`src/rtl/sc_fifo_xp.sv`:
```
// sc_fifo_xp: parametrised single-clock FIFO with guarded read/write,
// programmable almost-full/almost-empty levels and a registered output
// stage. FWFT=0 gives a standard registered read; FWFT=1 gives
// first-word-fall-through. Defining SC_FIFO_XP_ERR_EN adds sticky
// overflow/underflow flags; otherwise those outputs are tied low.
module sc_fifo_xp #(
  parameter int AW     = 5,
  parameter int DW     = 64,
  parameter int AF_LVL = 22,
  parameter int AE_LVL = 5,
  parameter int FWFT   = 1
) (
  input  logic          clk,
  input  logic          rst,
  input  logic [DW-1:0] din,
  input  logic          wr,
  output logic          full,
  output logic          almost_full,
  input  logic          rd,
  output logic [DW-1:0] dout,
  output logic          dout_vld,
  output logic          empty,
  output logic          almost_empty,
  output logic [AW:0]   fifo_cntr,
  input  logic          err_clr,
  output logic          overflow,
  output logic          underflow
);

  localparam int          DEPTH   = 2 ** AW;
  localparam logic [AW:0] DEPTH_C = (AW + 1)'(DEPTH);
  localparam logic [AW:0] AF_C    = (AW + 1)'(AF_LVL);
  localparam logic [AW:0] AE_C    = (AW + 1)'(AE_LVL);
  localparam logic [AW:0] CNT_ONE = (AW + 1)'(1);
  localparam logic [AW-1:0] PTR_ONE = AW'(1);

  logic [DW-1:0] mem [DEPTH];
  logic [AW-1:0] wr_ptr;
  logic [AW-1:0] rd_ptr;
  logic [AW:0]   cntr;
  logic [AW:0]   mem_cntr;
  // In FWFT mode this is the output-stage valid flag; in standard mode it
  // is the one-cycle pulse that marks freshly loaded dout.
  logic          out_vld;
  logic          wr_acc;
  logic          rd_acc;
  logic          mem_rd;

  assign full         = (cntr == DEPTH_C);
  assign almost_full  = (cntr >= AF_C);
  assign almost_empty = (cntr <= AE_C);
  assign empty        = (FWFT != 0) ? ~out_vld : (cntr == '0);
  assign fifo_cntr    = cntr;
  assign dout_vld     = out_vld;

  assign wr_acc = wr & ~full;
  assign rd_acc = rd & ~empty;

  // Words still sitting in memory: the FWFT stage word is counted in cntr
  // but has already left the array.
  assign mem_cntr = (FWFT != 0) ? (cntr - {{AW{1'b0}}, out_vld}) : cntr;

  // FWFT refills the stage whenever it is empty or being consumed; standard
  // mode only reads memory on an accepted read.
  assign mem_rd = (FWFT != 0) ? ((~out_vld | rd_acc) & (mem_cntr != '0)) : rd_acc;

  // Storage array; contents are deliberately not reset.
  always_ff @(posedge clk) begin
    if (wr_acc && !rst) begin
      mem[wr_ptr] <= din;
    end
  end

  // Pointer and occupancy bookkeeping.
  always_ff @(posedge clk) begin
    if (rst) begin
      wr_ptr <= '0;
      rd_ptr <= '0;
      cntr   <= '0;
    end else begin
      if (wr_acc) begin
        wr_ptr <= wr_ptr + PTR_ONE;
      end
      if (mem_rd) begin
        rd_ptr <= rd_ptr + PTR_ONE;
      end
      case ({wr_acc, rd_acc})
        2'b10:   cntr <= cntr + CNT_ONE;
        2'b01:   cntr <= cntr - CNT_ONE;
        default: cntr <= cntr;
      endcase
    end
  end

  // Registered output stage: data register plus its valid/pulse flag.
  always_ff @(posedge clk) begin
    if (rst) begin
      dout    <= '0;
      out_vld <= 1'b0;
    end else begin
      if (mem_rd) begin
        dout <= mem[rd_ptr];
      end
      if (FWFT != 0) begin
        if (mem_rd) begin
          out_vld <= 1'b1;
        end else if (rd_acc) begin
          out_vld <= 1'b0;
        end
      end else begin
        out_vld <= rd_acc;
      end
    end
  end

`ifdef SC_FIFO_XP_ERR_EN
  // Sticky error flags; a new error in the same cycle beats err_clr.
  always_ff @(posedge clk) begin
    if (rst) begin
      overflow  <= 1'b0;
      underflow <= 1'b0;
    end else begin
      if (wr && full) begin
        overflow <= 1'b1;
      end else if (err_clr) begin
        overflow <= 1'b0;
      end
      if (rd && empty) begin
        underflow <= 1'b1;
      end else if (err_clr) begin
        underflow <= 1'b0;
      end
    end
  end
`else
  logic unused_err_clr;
  assign unused_err_clr = err_clr;
  assign overflow       = 1'b0;
  assign underflow      = 1'b0;
`endif

endmodule
```
`config.mk`:
```
export PLATFORM = sky130hd
export DESIGN_NAME = sc_fifo_xp
export DESIGN_NICKNAME = d
export VERILOG_FILES = /design/src/rtl/sc_fifo_xp.sv
export SDC_FILE = /design/constraint.sdc
export NUM_CORES = 2
export LEC_CHECK = 0
export ABC_AREA = 1
export BUFFER_PORTS_ARGS = -buffer_cell sky130_fd_sc_hd__buf_2
export CORE_UTILIZATION = 45
export CTS_CLUSTER_SIZE = 10
export DETAILED_ROUTE_END_ITERATION = 8
export SLEW_MARGIN = 20
export SYNTH_ARGS = -nofsm -noshare
export SYNTH_HDL_FRONTEND = slang
export SYNTH_SLANG_ARGS = --single-unit
```
`constraint.sdc`:
```
create_clock -name clk -period 13.5 [get_ports clk]
set_input_delay 1.35 -clock clk [delete_from_list [all_inputs] [get_ports clk]]
set_output_delay 1.35 -clock clk [all_outputs]
set_load 0.02 [all_outputs]
```
==> impl_metrics.csv <==
group,metric,value,unit
run_status,outcome,"complete, no violations",
die,coreArea,194800,um2
finish,drive_above_1_share,6.589,%
route,postRouteAntennaNets,0,
clocking,clkSinkCount,2129,
logic_synthesis,synth_top_cell_by_area,"edfxtp_1",
sta,setup_violations,0,
logic_synthesis,yosys-top-cells-area,"edfxtp_1, nand2_1, nand3_1",
finish,area.sequential,63140,um2
logic_synthesis,synth_area_per_cell,10.79,um2
clocking,cts_hold_buffers,0,
logic_synthesis,ys_seq_elements,2129,
critical_path,reg2reg_setup_slack,8.79,ns
grt,grt-ovfl-total,0,
clocking,cts_tree,"done",
route,firstDrtPassIters,6,
die,num_rows,162,
clocking,clk_latency,0.88,ns
route,first_iter_violations,6469,
critical_path,crit_type,"flop to flop",
finish,nFillCells,16950,
place,dp_cells,10590,
min_path,hold_class,"flop to flop",
sta,fin_crit_sh,34.86,%
sta,fin_crit,4.706,ns
logic_synthesis,synth.cell_area,88120,um2
die,ios,146,
grt,grt_pass1_wl,357.5,mm
die,die_height,444.5,um
sta,whs,0.4577,ns
logic_synthesis,synth_cell_types,26,
place,dpl.hpwl,112.4,mm
die,die-area,197600,um2
critical_path,reg2reg_from,"rd_ptr[0]",
clocking,htree_levels,4,
critical_path,cp-end-kind,"flop",
power,p_per_area,176.3,nW/um2
place,portBuffers,142,
critical_path,critPathLaunchType,"flop",
clocking,clock_path_buffers,3,
clocking,cts_setup_buffers,0,
clocking,cts_buffers,235,
sta,tns,0,ns
critical_path,ff2ff_path_depth,11,
grt,grt_pass1_vias,54560,
clocking,cts-root-buf,"clkbuf_16",
finish,fin_cells,11000,
sta,maxSlewHeadroom,21.91,%
sta,report.final.slew_viol_count,0,
die,start_util,45.24,%
min_path,hold_depth,2,
power,p_leak,38.04,nW
clocking,cts.repair.resized,0,
logic_synthesis,yosysSeqAreaShare,71.63,%
sta,hold_violations,0,
critical_path,worst_ep_required_time,14.29,ns
critical_path,crit_path_end,"dout[28]",
critical_path,arrival,5.50,ns
place,gp_congestion,0.7540,
grt,antenna_found_initial,23,
route,vias,58090,
job,max-cap-violations,0,
route,routedWlPerCell,22.24,um
grt,grt_usage,24.55,%
sta,tightest_slew,1.171,ns
sta,rsz0062_at_grt,"false",
sta,clock-skew-final,0.04396,ns
critical_path,crit_path_start,"rd_ptr[0]",
grt,grt_max_degree,212,
logic_synthesis,netlist_instances,8170,
clocking,path_clk_slew,0.06,ns
finish,multi_input_area,20450,um2
finish,areaGrowthSynthToFinish,11.22,%
finish,final_nets,8285,
power,peakVddDrop,0.3100,mV
route,vias_per_cell,5.280,
critical_path,crit_path_max_fanout,189,
logic_synthesis,ys.warnings.count,0,
route,route.detailed.drc,0,
sta,timing.fmax,0.2125,GHz
critical_path,r2r_end,"dout[28]",
logic_synthesis,synth_top_area_share,69.79,%
route,wl,244.7,mm
die,die_w,444.5,um
[where the power goes]
part,internal (W),switching (W)
Combinational,0.00108,0.00285
Sequential,0.00736,0.000144
Clock,0.00332,0.00252
[synthesized netlist by cell type]
cell / instances
buf_2: 123
buf_1: 41
ha_1: 11
buf_8: 11
nand3_1: 904
fa_1: 1
nor3b_1: 1
nor3_1: 4
o22ai_1: 1
inv_1: 716
nor2_1: 766
buf_4: 26
buf_6: 7
nand4_1: 2
o21ai_0: 273
xor2_1: 4
edfxtp_1: 2048
inv_4: 1
a21oi_1: 208
dfxtp_1: 81
conb_1: 1
clkbuf_1: 242
nand2_1: 2694
xnor2_1: 2
inv_2: 1
a31o_2: 1
[per-layer routing]
metal	share of wire [%]	vias to the layer above	track usage, %
met3	7.5	355	3.728
met2	47	2141	39.98
met1	43	28440	34.54
met5	0.040	-	0
li1	-	27140	-
met4	2.2	16	6.196
[how the worst min path moves through the flow]
stage	startpoint	to	slack, ns
finish	dout[24]	dout[24]	0.46
global route	dout[36]	dout[36]	0.47
CTS	dout[0]	dout[0]	0.46
detailed placement	dout[24]	dout[24]	0.45
global placement	dout[40]	dout[40]	0.45
floorplan	wr_ptr[2]	wr_ptr[3]	0.48
[worst max-delay path: stages, from the launching register on]
cell and delay, ns:
dfxtp_4 0.95, buf_4 0.83, buf_12 0.77, buf_4 0.96, nor2_1 0.13, nor2_1 0.12
o21ai_0 0.09, nand3_1 0.12, nand3_1 0.12, nand2_1 0.17, nand3_1 0.11, a21oi_1 0.16
[area by class of cell]
type / count / area share [%]
diodes: 1 / 0.002553
clock buffers: 393 / 6.721
clock inverters: 18 / 0.2617
inverters: 718 / 2.794
multi-input cells: 4874 / 20.86
flip-flops and latches: 2129 / 64.42
well taps: 2624 / 3.350
repair buffers: 246 / 1.592
[state kept, by name, indices dropped and copies added, names as in the netlist]
signal,flops
fifo_cntr,6
wr_ptr,5
mem,2048
rd_ptr,5
dout,64
dout_vld,1
[cell families after synthesis]
family / synth area share [%]
simple gates: 19.92
flops: 71.63
buf+inv: 5.464
compound gates: 2.749
fa+ha+maj: 0.1789
xor+xnor: 0.05963
other cells: 0.004255
[stage by stage]
step                      worst slack, ns  power [W]  area (um2)  util, %
final                               8.794    0.01728       98010    50.32
after global routing                8.433    0.01809       98010    50.32
after CTS                           8.804    0.01736       98010    50.31
after detailed placement            8.401    0.01156       91160    46.80
after global placement              8.434    0.01153       91160    46.80
after floorplan                     8.390    0.01041       88130        -
[cells in the final DEF, fill, tap and decap left out, types with 4 or more instances in the layout]
| master | instances |
|---|---|
| nand2_1 | 2693 |
| edfxtp_1 | 2048 |
| nand3_1 | 904 |
| nor2_1 | 733 |
| inv_1 | 711 |
| o21ai_0 | 273 |
| clkbuf_16 | 238 |
| a21oi_1 | 208 |
| clkbuf_1 | 150 |
| buf_2 | 141 |
| buf_4 | 99 |
| dfxtp_1 | 77 |
| nor2_4 | 33 |
| ha_1 | 11 |
| inv_6 | 9 |
| clkbuf_8 | 5 |
| buf_12 | 5 |
| nor3_1 | 4 |
| xor2_1 | 4 |
| dfxtp_4 | 4 |
Note: power is estimated with default switching activity, not from simulation.
